===== src/rtl/wave_seq_ctrl.sv =====
// Address sequencer for the 16-entry waveform ROM: programmable sample rate,
// period-aligned waveform switching, continuous / one-shot playback and clean stop.
module wave_seq_ctrl #(
   parameter int DIV_W       = 16,
   parameter int SYNC_STAGES = 2
) (
   input  logic             clk,
   input  logic             rst,
   input  logic             en,
   input  logic             one_shot,
   input  logic [DIV_W-1:0] div,
   input  logic [1:0]       sw_req,
   output logic [3:0]       addr,
   output logic             sw3,
   output logic             sw4,
   output logic             sample_stb,
   output logic             period_done,
   output logic             busy
);

   typedef enum logic [1:0] {IDLE, RUN, DRAIN} state_t;

   state_t                          state_q, state_d;
   logic [SYNC_STAGES-1:0][1:0]     sync_q;
   logic [1:0]                      sw_sync;
   logic [3:0]                      addr_q, addr_d;
   logic [1:0]                      sel_q, sel_d;
   logic [DIV_W-1:0]                cnt_q, cnt_d;
   logic [DIV_W-1:0]                div_q, div_d;
   logic                            os_q, os_d;
   logic                            stb_q, stb_d;
   logic                            pd_q, pd_d;
   logic                            tick;
   logic                            wrap;

   assign sw_sync = sync_q[SYNC_STAGES-1];
   assign tick    = (cnt_q == div_q);
   assign wrap    = tick && (addr_q == 4'hF);

   always_ff @(posedge clk or posedge rst) begin
      if (rst) begin
         state_q <= IDLE;
         sync_q  <= '0;
         addr_q  <= 4'd0;
         sel_q   <= 2'b00;
         cnt_q   <= '0;
         div_q   <= '0;
         os_q    <= 1'b0;
         stb_q   <= 1'b0;
         pd_q    <= 1'b0;
      end else begin
         state_q <= state_d;
         sync_q  <= {sync_q[SYNC_STAGES-2:0], sw_req};
         addr_q  <= addr_d;
         sel_q   <= sel_d;
         cnt_q   <= cnt_d;
         div_q   <= div_d;
         os_q    <= os_d;
         stb_q   <= stb_d;
         pd_q    <= pd_d;
      end
   end

   always_comb begin
      state_d = state_q;
      addr_d  = addr_q;
      sel_d   = sel_q;
      cnt_d   = cnt_q;
      div_d   = div_q;
      os_d    = os_q;
      stb_d   = 1'b0;
      pd_d    = 1'b0;
      case (state_q)
         IDLE: begin
            // Select follows the switches so the ROM previews the chosen waveform.
            addr_d = 4'd0;
            cnt_d  = '0;
            sel_d  = sw_sync;
            if (en) begin
               state_d = RUN;
               div_d   = div;
               os_d    = one_shot;
            end
         end
         RUN, DRAIN: begin
            if (tick) begin
               cnt_d  = '0;
               addr_d = addr_q + 4'd1;
               stb_d  = 1'b1;
            end else begin
               cnt_d  = cnt_q + 1'b1;
            end
            // Period boundary: the only point where select, rate and mode may change.
            if (wrap) begin
               pd_d    = 1'b1;
               sel_d   = sw_sync;
               div_d   = div;
               os_d    = one_shot;
               state_d = (os_q || !en) ? IDLE : RUN;
            end else begin
               state_d = en ? RUN : DRAIN;
            end
         end
         default: state_d = IDLE;
      endcase
   end

   assign addr        = addr_q;
   assign sw3         = sel_q[0];
   assign sw4         = sel_q[1];
   assign sample_stb  = stb_q;
   assign period_done = pd_q;
   assign busy        = (state_q != IDLE);

endmodule


===== config.mk =====
export PLATFORM = sky130hd
export DESIGN_NAME = wave_seq_ctrl
export DESIGN_NICKNAME = d
export VERILOG_FILES = /design/src/rtl/wave_seq_ctrl.sv
export SDC_FILE = /design/constraint.sdc
export NUM_CORES = 1
export LEC_CHECK = 0
export ABC_AREA = 1
export CAP_MARGIN = 10
export CORE_MARGIN = 8
export CORE_UTILIZATION = 50
export DETAILED_ROUTE_END_ITERATION = 8
export HOLD_SLACK_MARGIN = 0.02
export PLACE_DENSITY_LB_ADDON = 0.1
export REMOVE_ABC_BUFFERS = 1
export SYNTH_ARGS = -nofsm -noshare
export SYNTH_HDL_FRONTEND = slang
export SYNTH_SLANG_ARGS = --single-unit

===== constraint.sdc =====
create_clock -name clk -period 4.9 [get_ports clk]
set_input_delay 0.49 -clock clk [delete_from_list [all_inputs] [get_ports clk]]
set_output_delay 0.49 -clock clk [all_outputs]
set_load 0.01 [all_outputs]

* Yosys cells after proc, flatten, opt, wreduce, memory -nomap -nowiden *
Cells that the tools add are included.

word-level totals
  word-level logic and storage cells = 50
  output and inout bits = 9
  bits in registers = 47
  input port bits = 22

cells by class
  multiplexer cells = 21
  add/sub/neg operators = 2
  equal/unequal tests = 7
  reduce and logical (&&, ||, !) cells = 10

operator list
  cell                                                                    number
  16-bit one-hot mux with 2 select lines                                  2
  16-bit two-way mux                                                      3
  16-bit by 1-bit adder with 16-bit output (second input constant)        1
  16-bit equality test                                                    1
  2-bit two-way mux                                                       4
  2-bit one-hot mux with 2 select lines                                   2
  4-bit one-hot mux with 2 select lines                                   1
  1-bit two-way mux                                                       7
  2-bit inequality test (second input constant)                           3
  4-bit by 1-bit adder with 4-bit output (second input constant)          1
  4-bit equality test (second input constant)                             1
  4-bit two-way mux                                                       1
  2-bit AND reduction                                                     2
  2-bit nonzero test                                                      2
  3-bit AND reduction                                                     1
  2-bit by 1-bit equality test with 1-bit output (second input constant)  1
  2-bit equality test (second input constant)                             1
  2-bit logical NOT                                                       1
  1-bit one-hot mux with 2 select lines                                   1
  2-bit OR reduction                                                      1
  1-bit logical AND                                                       1
  1-bit logical NOT                                                       1
  1-bit logical OR                                                        1

* Longest topological paths before layout *
Gate-level depths: netlist (run 1).

  depth after elaboration = 5
  depth in mapped cells = 13
  gate-level depth less buffers = 13

* Least setup slack after synthesis (run 1) *
No wires, ideal clock.

  kind = reg-to-reg
  from = register state_q[0]
  to = register cnt_q[13]
  path buffers = 1
  data arrival time = 1.596 ns
  library setup time = 0.122 ns
  required time = 4.778 ns
  slack = 3.182 ns
  period minus slack after synthesis = 1.718 ns
  cell stages (with the launch flop) = 9
  cell sequence = dfrtp_1 > ha_1 > clkbuf_1 > nor3_1 > nand2_1 > nor3_1 > nand4_1 > nand2_1 > a21oi_1

between the ends
  longest elaborated chain between the ends = 3
  elaborated cells on any way between the ends = 6
  classes of those cells = eq/ne (2); mux (1); reduce/logical (3)

ends and longest elaborated chain
  item                                                                                   line  text
  start, declared                                                                        23    state_t state_q, state_d;
  start signal, assigned                                                                 52    state_q <= state_d;
  2-bit by 1-bit equality test with 1-bit output or 2-bit equality test (tied branches)  73    case (state_q)
  2-bit OR reduction                                                                     73
  16-bit one-hot mux with 2 select lines or 2-bit nonzero test (tied branches)           -
  end signal, assigned                                                                   56    cnt_q <= cnt_d;
  end, declared                                                                          28    logic [DIV_W-1:0] cnt_q, cnt_d;

Parallel ways exist; a longest one is shown, timed or not.
A chain may end at the register's enable or synchronous reset.

* Worst setup path after layout (run 1) *
  from = register state_q[0]
  to = output busy

between the ends
  longest elaborated chain between the ends = 1

ends and longest elaborated chain
  item                line  text
  2-bit nonzero test  113   assign busy = (state_q != IDLE);
  end, declared       18    output logic busy

No other way between the ends.

==> Flow_metrics.wiki, run 1 <==
{| class="wikitable"
! Metric !! Value
|-
| CORE AREA || 4750 sq um
|-
| Number of antenna violations at the first check in global routing || 0
|-
| Beginning of the worst register-to-register path || state_q[0]$_DFFE_PP0N_
|-
| Top area cells in the synthesized netlist || sky130_fd_sc_hd__dfrtp_1 (47%), sky130_fd_sc_hd__nand2_1 (17%), sky130_fd_sc_hd__inv_1 (5.5%)
|-
| Accumulated negative setup slack || 0 ns
|-
| Leakage power total || 0.00145 uW
|-
| Worst min-delay path category || register to register
|-
| Critical path data arrival time || 1.57 ns
|-
| Worst-case clock skew || 0.00704 ns
|-
| Mean Syn Cell Area || 7.82 sq um
|-
| Routed length per instance || 12.9 um
|-
| Number of max-slew violations in the final report || 0
|-
| Post-Route M1 WL || 2440 um
|-
| Seq cells post-synth || 47
|-
| Hold buffer count at cts || 0
|-
| Max layer used || met4
|-
| Startpoint type of the worst setup path || register
|-
| Tcrit/Tclk final || 42.1%
|-
| All-layer global routing usage || 15.9%
|-
| Count of flip-flops with a built-in enable after synthesis || 0
|-
| First-pass iteration count of the detailed router || 4
|-
| Highest Clock Rate || 0.485 GHz
|-
| Chip width || 86.4 um
|-
| Count of unresolved DRC violations after routing || 0
|-
| Status || finished clean
|-
| Startpoint of the tightest hold check path || sync_q[1]$_DFF_PP0_
|-
| Number of nets in the layout || 373
|-
| Critical path start-end classification || register to primary output
|-
| Metal3 WL || 241 um
|-
| Gate Count Post-Synth || 317
|-
| Number of vias per cell after detailed routing || 4.90
|-
| Die Outline Area || 7470 sq um
|-
| Half-perimeter wire length of the detailed placement result || 3890 um
|-
| Required time at the worst-slack endpoint || 4.41 ns
|-
| Number of setup violations in the final report || 0
|-
| Leading cell types in the layout, fill and taps excluded || sky130_fd_sc_hd__nand2_1 (114), sky130_fd_sc_hd__dfrtp_1 (47), sky130_fd_sc_hd__inv_1 (35)
|-
| Minimum clock period after layout || 2.06 ns
|-
| Worst Path Max Fanout || 3
|-
| # port buffers || 30
|-
| Post-CTS setup buffers || 0
|-
| Final-report hold violation count || 0
|-
| Tightest Pin Transition || 0.975 ns
|-
| CTS tree || built
|-
| Via count of the first global-routing pass || 2092
|-
| Number of diodes || 0
|-
| Row count || 25
|-
| Count of clock tree sinks || 47
|-
| Global-route congestion overflow total || 0
|-
| Root buf cell || sky130_fd_sc_hd__clkbuf_8
|-
| Area growth from synthesis to layout || 16.6%
|-
| Top cell type by total area after synthesis || sky130_fd_sc_hd__dfrtp_1
|-
| Y dimension of the die || 86.4 um
|-
| Maximum buffer depth of the clock tree || 2
|-
| Initial DRC count || 145
|-
| Via count of the routed design || 2032
|-
| Post-synthesis instance area || 2480 sq um
|-
| Hold slack final || 0.353 ns
|-
| Post-route ant nets || 0
|-
| Max-Cap Viols || 0
|-
| Resized Gates After CTS || 0
|-
| Distinct cell type count of the synthesized netlist || 28
|-
| Largest net degree at the start of global routing || 48
|-
| Most frequent standard cell in the layout excluding fill and tap cells || sky130_fd_sc_hd__nand2_1
|-
| Post-synthesis async set-or-reset flop share || 100%
|-
| Length of routed met2 wiring || 2600 um
|-
| Starting density of the core || 52.1%
|-
| Post-route total power || 1390 uW
|-
| Worst-case headroom to the max-slew limit || 34.9%
|-
| Critical path origin || state_q[0]$_DFFE_PP0N_
|-
| Proportion of layout cells with a drive suffix above 1 || 6.90%
|-
| Power density normalized to cell area || 481 nW/um^2
|-
| Wire length of the first global-routing pass || 9430 um
|-
| Dominant register cell in the synthesized netlist || sky130_fd_sc_hd__dfrtp_1
|-
| Critical path capture point type || primary output
|-
| Top-level I/O count || 31
|-
| Routed wire length || 5340 um
|-
| Worst-skew pair later-pin latency || 0.30 ns
|-
| Sequential cell area fraction in the yosys report || 47.5%
|-
| Cts bufs inserted || 5
|-
| H-tree levels || 2
|-
| Peak supply drop || 0.000388 V
|-
| Fraction of post-synthesis cell area in the top cell type by area || 47.5%
|-
| Register clock-pin slew on the reported worst setup and hold paths || 0.08 ns
|-
| Number of warnings printed during yosys synthesis || 0
|-
| Placer Congestion || 0.823
|-
| RSZ-0062 raised after global routing || false
|}
logic make-up after synthesis:
| logic type | after synthesis | synth area share, % |
|---|---|---|
| AOI/OAI and AO/OA | 14 | 2.98 |
| xor gates and xnor gates | 9 | 3.18 |
| adders and majority gates | 4 | 2.02 |
| buffers and inverters | 48 | 9.19 |
| DFF | 47 | 47.5 |
| muxes | 1 | 0.404 |
| and+or+nand+nor | 194 | 34.8 |
metal layers:
layer | track usage (%) | up-vias
met5 | 0 | -
met4 | 4.69 | 0
met3 | 4.44 | 6
met2 | 27.0 | 36
met1 | 19.0 | 948
li1 | - | 1042
flip-flops by register name, summed over array words and instances, names as in the netlist:
| name | flops |
|---|---|
| addr | 4 |
| cnt_q | 16 |
| div_q | 16 |
| os_q | 1 |
| period_done | 1 |
| sample_stb | 1 |
| sel_q | 2 |
| state_q | 2 |
| sw_sync | 2 |
| sync_q | 2 |
layout make-up:
class / instances / area, sq um
clock buffer: 8 / 100
inverter: 41 / 154
sequential: 47 / 1180
tap: 67 / 83.8
multi-input combinational: 222 / 1070
fill: 457 / 1870
timing repair buffer: 30 / 300
synthesized netlist by cell type, types with 2 or more instances:
library cell and number:
sky130_fd_sc_hd__nor3b_1 2, sky130_fd_sc_hd__a21oi_1 8, sky130_fd_sc_hd__nand2_4 2, sky130_fd_sc_hd__nand2_1 114, sky130_fd_sc_hd__o21ai_0 5, sky130_fd_sc_hd__ha_1 4
sky130_fd_sc_hd__inv_1 36, sky130_fd_sc_hd__buf_2 2, sky130_fd_sc_hd__nand4_1 4, sky130_fd_sc_hd__nor4_1 2, sky130_fd_sc_hd__nand3_1 26, sky130_fd_sc_hd__xor2_1 9
sky130_fd_sc_hd__nor2_2 2, sky130_fd_sc_hd__inv_2 5, sky130_fd_sc_hd__nor3_1 10, sky130_fd_sc_hd__dfrtp_1 47, sky130_fd_sc_hd__nand3_2 3, sky130_fd_sc_hd__nor2_1 26
path summary, 6_finish.rpt:
kind / end / slack, ns / cells past startpoint
max in group asynchronous: div_q[2]$_DFFE_PP0P_ / 3.56 / 2
max reg2reg: cnt_q[9]$_DFFE_PP0P_ / 2.91 / 6
max: busy / 2.84 / 4
min in group asynchronous: sample_stb$_DFF_PP0_ / 0.74 / 2
min: sw_sync[1]$_DFF_PP0_ / 0.35 / 0
min reg2reg: sw_sync[1]$_DFF_PP0_ / 0.35 / 0
power breakdown:
part / leakage [uW] / internal [uW] / switching [uW]
Clock: 0.0000515 / 129 / 125
Sequential: 0.000613 / 485 / 72.4
Combinational: 0.000790 / 201 / 378
Total: 0.00145 / 815 / 575
stage by stage:
step / worst slack, ns / std cells / utilization (%) / cell area, sq um
floorplan: 3.26 / 310 / - / 2400
global placement: 2.99 / 407 / 58.7 / 2790
detailed placement: 2.94 / 407 / 58.7 / 2790
CTS: 2.82 / 415 / 60.8 / 2890
global route: 2.65 / 415 / 60.8 / 2890
finish: 2.84 / 415 / 60.8 / 2890
worst max-delay path, cell delays in order (launching register included):
cell                              delay, ns
sky130_fd_sc_hd__dfrtp_1               0.37
sky130_fd_sc_hd__inv_1                 0.05
sky130_fd_sc_hd__ha_1                  0.21
sky130_fd_sc_hd__inv_1                 0.10
sky130_fd_sc_hd__clkdlybuf4s50_1       0.55
No activity file was read; power rests on OpenSTA's default activity.
==> run 2: changes to the inputs <==
Clock period 4.9 ns to 2 ns, I/O delays scaled along.
==> run 2 against run 1 <==
  * Flip-flop and latch count is the same
  * Register-to-register slack worse by 2.7 ns
  * Combinational power increased to 2.7 times the previous value
  * Worst setup slack got worse by 2.6 ns
  * Critical path depth is the same
  * Utilization increased by 1.3 points
  * First-iteration DRC count fell by 9.0%
  * Routed wire length is 1.3% lower
  * Global-route usage grew 0.073 points
  * Die area is the same
  * Highest routed layer unchanged
==> Flow_metrics.wiki, run 2 (synthesis results as in run 1) <==
{| class="wikitable"
! Metric !! Value
|-
| Worst-skew pair later-pin latency || 0.30 ns
|-
| Placer Congestion || 0.868
|-
| Post-route ant nets || 0
|-
| Number of max-slew violations in the final report || 0
|-
| Wire length of the first global-routing pass || 9470 um
|-
| CORE AREA || 4750 sq um
|-
| Max-Cap Viols || 0
|-
| Post-CTS setup buffers || 0
|-
| All-layer global routing usage || 16.0%
|-
| Minimum clock period after layout || 1.77 ns
|-
| Tcrit/Tclk final || 88.6%
|-
| Leakage power total || 0.00149 uW
|-
| Worst-case clock skew || 0.00513 ns
|-
| Y dimension of the die || 86.4 um
|-
| Accumulated negative setup slack || 0 ns
|-
| Footprint of the multi-input gates || 1090 sq um
|-
| Final-report hold violation count || 0
|-
| Critical path data arrival time || 1.57 ns
|-
| H-tree levels || 2
|-
| Number of antenna violations at the first check in global routing || 0
|-
| Number of setup violations in the final report || 0
|-
| Dominant cell type by count on the critical path || sky130_fd_sc_hd__inv_1
|-
| Count of unresolved DRC violations after routing || 0
|-
| Peak supply drop || 0.000807 V
|-
| Cts bufs inserted || 5
|-
| Startpoint type of the worst setup path || register
|-
| Routed wire length || 5270 um
|-
| Via count of the routed design || 2043
|-
| First-pass iteration count of the detailed router || 4
|-
| Top-level I/O count || 31
|-
| Setup slack after layout || 0.228 ns
|-
| Critical path capture point type || primary output
|-
| Count of clock tree sinks || 47
|-
| Proportion of layout cells with a drive suffix above 1 || 8.76%
|-
| CTS tree || built
|-
| Starting density of the core || 52.1%
|-
| Worst min-delay path category || input port to async pin
|-
| Largest net degree at the start of global routing || 48
|-
| Via count of the first global-routing pass || 2132
|-
| Root buf cell || sky130_fd_sc_hd__clkbuf_8
|-
| # port buffers || 30
|-
| Tightest Pin Transition || 0.418 ns
|-
| Minimum setup slack after placement || 0.210 ns
|-
| Required time at the worst-slack endpoint || 1.80 ns
|-
| Most frequent standard cell in the layout excluding fill and tap cells || sky130_fd_sc_hd__nand2_1
|-
| Area growth from synthesis to layout || 19.0%
|-
| Number of nets in the layout || 381
|-
| Die Outline Area || 7470 sq um
|-
| Hold buffer count at cts || 0
|-
| Power density normalized to cell area || 1160 nW/um^2
|-
| Final standard cell utilization of the core || 62.0%
|-
| Number of diodes || 0
|-
| Kind of cell adding the most delay to the critical path || buffers and inverters
|-
| Number of vias per cell after detailed routing || 4.85
|-
| Initial DRC count || 132
|-
| RSZ-0062 raised after global routing || false
|-
| Register clock-pin slew on the reported worst setup and hold paths || 0.08 ns
|-
| Row count || 25
|-
| Worst-case headroom to the max-slew limit || 72.1%
|-
| Count of buffer and inverter cells on the critical path || 3
|-
| Highest Clock Rate || 0.564 GHz
|-
| Half-perimeter wire length of the detailed placement result || 3940 um
|-
| Critical path start-end classification || register to primary output
|-
| Cell type of the slowest stage on the worst timing path || sky130_fd_sc_hd__clkdlybuf4s50_1
|-
| Maximum buffer depth of the clock tree || 2
|-
| Global-route congestion overflow total || 0
|-
| Number of fill cells in the layout || 455
|-
| Register Area || 1180 sq um
|-
| Leading cell types in the layout, fill and taps excluded || sky130_fd_sc_hd__nand2_1 (114), sky130_fd_sc_hd__dfrtp_1 (46), sky130_fd_sc_hd__inv_1 (35)
|-
| Routed length per instance || 12.5 um
|-
| Status || finished clean
|-
| Worst Path Max Fanout || 3
|-
| Chip width || 86.4 um
|-
| CP cell instances || inv_1 -> ha_1 -> inv_1 -> clkdlybuf4s50_1
|-
| Resized Gates After CTS || 0
|-
| Largest stage delay on the critical path || 0.55 ns
|}
==> run 2: cell type report <==
| type | instances | area share, % |
|---|---|---|
| Tap cell | 67 | 2.84 |
| Clock buffer | 6 | 2.46 |
| Multi-Input combinational cell | 222 | 36.9 |
| Timing Repair Buffer | 38 | 12.6 |
| Sequential cell | 47 | 39.9 |
| Inverter | 41 | 5.22 |
==> run 2: final timing paths <==
check                                        from  slack (ns)  depth (start not counted)                    end
max                        state_q[0]$_DFFE_PP0N_        0.23                          4                   busy
min                                           rst        0.24                          3  div_q[12]$_DFFE_PP0P_
max reg2reg                  cnt_q[4]$_DFFE_PP0P_        0.24                         11  div_q[12]$_DFFE_PP0P_
min reg2reg                   sync_q[1]$_DFF_PP0_        0.35                          0   sw_sync[1]$_DFF_PP0_
max in group asynchronous                     rst        1.52                          3   cnt_q[9]$_DFFE_PP0P_
min in group clk                        sw_req[0]        0.34                          1    sync_q[0]$_DFF_PP0_
==> run 2: worst register-to-register path: cells and delay by family, from the launching register on <==
kind / cells / cell delay [ns]
and+or+nand+nor: 9 / 0.97
buffers and inverters: 2 / 0.30
DFF: 1 / 0.45
==> run 2: metrics by stage <==
step	power [uW]	cell area [sq um]	cells	hold WS [ns]
floorplan	2380	2400	310	0.231
global placement	2890	2860	415	0.336
detailed placement	2920	2860	415	0.338
CTS	3460	2930	421	0.251
global route	3780	2950	421	0.254
finish	3430	2950	421	0.243
==> run 2: per-layer routing <==
metal  wire length (um)  track usage (%)  vias up
met1               2450             19.2      941
met2               2470             26.3       37
met3                272             3.78        6
met4                 75             7.51        0
met5                  0                0        -
li1                   -                -     1059
==> run 2: where the power goes <==
part,leakage (uW),internal [uW],switching (uW)
clock,0.0000371,233,294
sequential,0.000611,1190,174
combinational,0.000837,598,945
total,0.00149,2020,1410
==> patch 1, RTL diff (config.mk and constraints of run 2) <==
Take the reset off `addr_q` and load it in a clocked block of its own.
--- a/src/rtl/wave_seq_ctrl.sv
+++ b/src/rtl/wave_seq_ctrl.sv
@@ -41,7 +41,6 @@
       if (rst) begin
          state_q <= IDLE;
          sync_q  <= '0;
-         addr_q  <= 4'd0;
          sel_q   <= 2'b00;
          cnt_q   <= '0;
          div_q   <= '0;
@@ -51,7 +50,6 @@
       end else begin
          state_q <= state_d;
          sync_q  <= {sync_q[SYNC_STAGES-2:0], sw_req};
-         addr_q  <= addr_d;
          sel_q   <= sel_d;
          cnt_q   <= cnt_d;
          div_q   <= div_d;
@@ -59,6 +57,10 @@
          stb_q   <= stb_d;
          pd_q    <= pd_d;
       end
+   end
+
+   always_ff @(posedge clk) begin
+      addr_q <= addr_d;
    end
 
    always_comb begin
Function: differs if rst is asserted again (counterexample within 4 cycles, from zero or initial values and one cycle with rst high); with rst held inactive, the same outputs for 10 cycles.
==> patch 1 against run 2 <==
- clock skew rose by 0.0016 ns
- die area is essentially flat
- register-to-register slack gained 0.02 ns
- design area rose by 0.64%
- via count fell by 4.3%
- sequential cell count did not move
- final cell count fell by 1.2%
- area after synthesis about the same
- worst setup slack got worse by 0.0050 ns
- largest cell class unchanged
- maximum frequency down 0.28%
- sequential share of layout area increased by 0.42 points
- critical path depth unchanged
- total power rose by 13%
- wire length down 6.1%
==> patch 1: results (changes against run 2) <==
* Fin nets at 374 (-1.8%)
* Synth cell types at 27 (-3.6%)
* DR WL/cell at 11.9 um (-5.0%)
* Fillcell total at 453 (-0.44%)
* WL met3 at 179 um (-34%)
* Register area share after synthesis at 48.2% (+0.78 points)
* Async set-reset flop share out of synthesis at 91.5% (-8.5 points)
* M1 WL at 2460 um (about the same)
* Leakage power at 1.49 nW (+0.39%)
* Status: finished clean
* Total GRT Usage at 15.3% (-0.67 points)
* Routed vias/inst at 4.70 (-3.1%)
* Mean area per synthesized cell at 7.90 um^2 (+1.0%)
* Met2 usage at 24.2% (-2.0 points)
* Max rail drop VDD at 669 uV (-17%)
* Worst Clk Skew at 0.00677 ns (+0.00164 ns)
* Place WS at 0.167 ns (-0.0436 ns)
* Worst rel slew slack at 64.1% (-8.0 points)
* Final estimated routing congestion in global placement at 0.863 (-0.58%)
* Initial DRC Count at 149 (+13%)
* FF-to-FF Start: cnt_q[9]
* Commonest cells in the netlist: nand2_1, dfrtp_1, inv_1
* Dpl cells at 408 (-1.7%)
* Num CTS Buffers at 5 (unchanged)
* DR vias at 1956 (-4.3%)
* Final HPWL DP at 3660 um (-7.1%)
* FF-to-FF End: addr[2]
* EDFF count, synth at 4 (+4)
* Global Route met3 Usage at 3.59% (-0.19 points)
* Met2 wire len at 2220 um (-10%)
* Cell count of the worst reg-to-reg path at 10 (-1)
* Number of global-route vias before repair at 2074 (-2.7%)
* Proportion of layout cells with a drive suffix above 1 at 9.17% (+0.41 points)
* GRT met1 Usage at 19.3% (+0.093 points)
* Main synth FF type: dfrtp_1
* Delay-heaviest family, CP: buffers and inverters
* Global-route wire length before repair at 9120 um (-3.7%)
* Area contributors post-synth: dfrtp_1, nand2_1, inv_1, edfxtp_1, nor2_1
* Synth Area in Adders at 2.02% (about the same)
* Post-synthesis mux area share at 0% (-0.40 points)
* Largest net degree at the start of global routing at 44 (-8.3%)
* Synth Area in XOR/XNOR at 4.59% (+1.4 points)
* Synth Area in Compound Gates at 2.02% (-0.96 points)
-- patch 1: cell families after synthesis --
family / Yosys count
xor+xnor: 13
simple gates: 190
fa+ha+maj: 4
buf+inv: 51
flops: 47
compound gates: 9
-- patch 1: worst reg2reg max path, cell delays in order (launching register included) --
cell,delay (ns)
dfrtp_2,0.44
inv_2,0.06
nand2_1,0.07
nand2_1,0.05
nor2_1,0.11
nand2_1,0.11
nor2_4,0.17
nand2_1,0.12
inv_1,0.09
nand2_1,0.07
nand2_1,0.17
-- patch 1: layout make-up --
type | instances | area [um^2] | area share [%]
clock buffers | 6 | 82.6 | 2.78
clock inverters | 2 | 35.0 | 1.18
inverters | 43 | 161 | 5.44
multi-input cells | 216 | 1070 | 36.0
flip-flops and latches | 47 | 1200 | 40.3
well taps | 67 | 83.8 | 2.82
repair buffers | 35 | 338 | 11.4
-- patch 1: how the worst min path moves through the flow --
stage | start | to | slack (ns) | cells after the start
4_1_cts | sw_req[0] | sync_q[0] | 0.32 | 1
3_3_place_gp | sync_q[1] | sw_sync[1] | 0.33 | 0
6_report | rst | sw_sync[0] | 0.32 | 3
2_1_floorplan | sw_req[0] | sync_q[0] | 0.23 | 0
5_1_grt | sw_req[1] | sync_q[1] | 0.33 | 1
3_5_place_dp | sync_q[0] | sw_sync[0] | 0.34 | 0
-- patch 1: power breakdown --
part | internal [W] | switching [W]
sequential | 0.00128 | 0.000211
combinational | 0.000650 | 0.00103
clock | 0.000405 | 0.000325
-- patch 1: per-stage QoR --
stage / total power, W / cell area, um^2
floorplan: 0.00259 / 2420
global placement: 0.00316 / 2840
detailed placement: 0.00320 / 2840
CTS: 0.00393 / 2960
global route: 0.00425 / 2970
finish: 0.00390 / 2970
==> patch 2, RTL diff (config.mk and constraints of run 2) <==
Without the edit above. Change the parameter `SYNC_STAGES` from 2 to 4.
--- a/src/rtl/wave_seq_ctrl.sv
+++ b/src/rtl/wave_seq_ctrl.sv
@@ -2,7 +2,7 @@
 // period-aligned waveform switching, continuous / one-shot playback and clean stop.
 module wave_seq_ctrl #(
    parameter int DIV_W       = 16,
-   parameter int SYNC_STAGES = 2
+   parameter int SYNC_STAGES = 4
 ) (
    input  logic             clk,
    input  logic             rst,
Formal check against the unedited RTL: not equivalent (a bounded check fails within 4 cycles, from zero or initial values and one cycle with rst high).
==> patch 2 against run 2 <==
- register-to-register slack got worse by 0.02 ns
- worst setup slack got worse by 0.019 ns
- wire length fell by 7.1%
- non-clock buffer count fell by 3
- combinational power fell by 9%
- maximum frequency fell by 1.1%
- area after synthesis rose by 1.4%
- total power rose by 1.4%
- sequential cell count rose by 4
- count of clock-buffer cells in the layout fell by 1
- design area rose by 1.2%
- highest routed layer unchanged
==> patch 2: results (changes against run 2) <==
* Antenna violations before repair at 0 (unchanged)
* Largest net degree at the start of global routing at 35 (-27%)
* Clock Pin Slew Worst Setup and Hold Paths at 0.10 ns (+0.02 ns)
* Worst Clk Skew at 0.00489 ns (-0.000233 ns)
* Main synth FF type: dfrtp_1
* Max rail drop VDD at 758 uV (-6.1%)
* Commonest cells in the netlist: nand2_1, dfrtp_1, inv_1
* Number of global-route vias before repair at 2003 (-6.1%)
* Num CTS Buffers at 5 (unchanged)
* Leakage power at 1.49 nW (+0.21%)
* Routed vias/inst at 4.71 (-2.9%)
* Post-CTS Setup Bufs at 0 (unchanged)
* H-tree depth at 2 (unchanged)
* Status: finished clean
* Global-route wire length before repair at 8710 um (-8.1%)
* FF-to-FF End: cnt_q[11]
* Initial DRC Count at 95 (-28%)
* Cell count of the worst reg-to-reg path at 6 (-5)
* FF-to-FF Start: state_q[0]
* CP peak stage delay at 0.54 ns
* Synth cell types at 24 (-14%)
* Final estimated routing congestion in global placement at 0.897 (+3.3%)
* DR WL/cell at 11.6 um (-7.1%)
* Fin nets at 376 (-1.3%)
* CP max-delay cell: clkdlybuf4s50_1
* Synth Area in XOR/XNOR at 4.88% (+1.7 points)
* Async set-reset flop share out of synthesis at 100% (unchanged)
* Worst reg-to-reg setup slack at 0.22 ns (-0.02 ns)
* CTS max path bufs at 2 (unchanged)
* Port bufs at 30 (unchanged)
* Total GRT Usage at 14.7% (-1.3 points)
* Worst hold path class: input port to async pin
* Drt first pass iters at 4 (unchanged)
* N_diodes at 0 (unchanged)
* Fillcell total at 459 (+0.88%)
* Clock Latency Late Sink at approximately 0.31 ns
* Worst rel slew slack at 74.9% (+2.9 points)
* Area contributors post-synth: dfrtp_1, nand2_1, inv_1, nand3_1, nor2_1
* Delay-heaviest family, CP: buffers and inverters
* Clk root buf: clkbuf_8
* Top Registers: cnt_q: 16 flops, div_q: 16 flops, sync_q: 6 flops
* Register area share after synthesis at 50.8% (+3.3 points)
* Synth Area in Compound Gates at 2.44% (-0.54 points)
* Synth Area in Adders at 1.99% (-0.027 points)
* Post-synthesis mux area share at 0% (-0.40 points)
* Yosys Warn Count at 0 (unchanged)
* Proportion of layout cells with a drive suffix above 1 at 6.55% (-2.2 points)
* Final HPWL DP at 3570 um (-9.4%)
* WHS at 0.172 ns (-0.0711 ns)
* Worst-path fanout max at 3 (unchanged)
[patch 2: changes by cell type after synthesis, moves of 3 or more]
cell | run 2 | this run
inv_2 | 5 | 2
o21ai_0 | 5 | 8
dfrtp_1 | 47 | 51
nor2_1 | 26 | 33
nor3_1 | 10 | 6
a21oi_1 | 8 | 3
nand2_1 | 114 | 109
xor2_1 | 9 | 12
nand3_2 | 3 | 0
[patch 2: cell families after synthesis]
logic type,Yosys count
xor gates and xnor gates,14
DFF,51
and+or+nand+nor,187
buffers and inverters,46
AOI/OAI and AO/OA,12
adders and majority gates,4
[patch 2: final cells by class]
cell class	instances	area, um^2	area share, %
sequential	51	1280	42.7
multi-input combinational	217	1020	34.3
timing repair buffer	35	350	11.7
inverter	40	150	5.03
tap	70	87.6	2.93
clock buffer	5	68.8	2.31
clock inverter	3	28.8	0.964
[patch 2: power by group]
group,leakage (nW),switching (W),internal [W]
combinational,0.779,0.000869,0.000534
sequential,0.660,0.000171,0.00127
clock,0.0502,0.000374,0.000260
[patch 2: timing repair]
| action | 4_1_cts | 5_1_grt |
|---|---|---|
| resized for setup | 0 | 2 |
| endpoints found under the setup margin | 0 | 4 |
| hold buffers | 0 | 0 |
[patch 2: stage by stage]
stage,instance area (um^2),worst slack [ns],power (W),std cells
final,2990,0.209,0.00348,421
after global routing,2990,0.0193,0.00381,421
after CTS,2980,0.112,0.00353,421
after detailed placement,2880,0.138,0.00288,413
after global placement,2880,0.177,0.00286,413
after floorplan,2440,0.287,0.00238,308
[patch 2: metal layers]
layer | global-route usage (%) | share of wire [%]
met4 | 6.42 | 2.5
met5 | 0 | 0
met1 | 17.0 | 48
met2 | 24.3 | 45
met3 | 4.81 | 5.0
[patch 2: worst max path at each step]
stage	endpoint	from	slack, ns	cells past startpoint
final	busy	state_q[0]	0.21	4
after floorplan	cnt_q[8]	cnt_q[9]	0.29	7
after global placement	cnt_q[11]	state_q[0]	0.18	6
after global routing	div_q[9]	cnt_q[10]	0.02	11
after detailed placement	cnt_q[9]	state_q[0]	0.14	6
after CTS	cnt_q[11]	state_q[0]	0.11	6
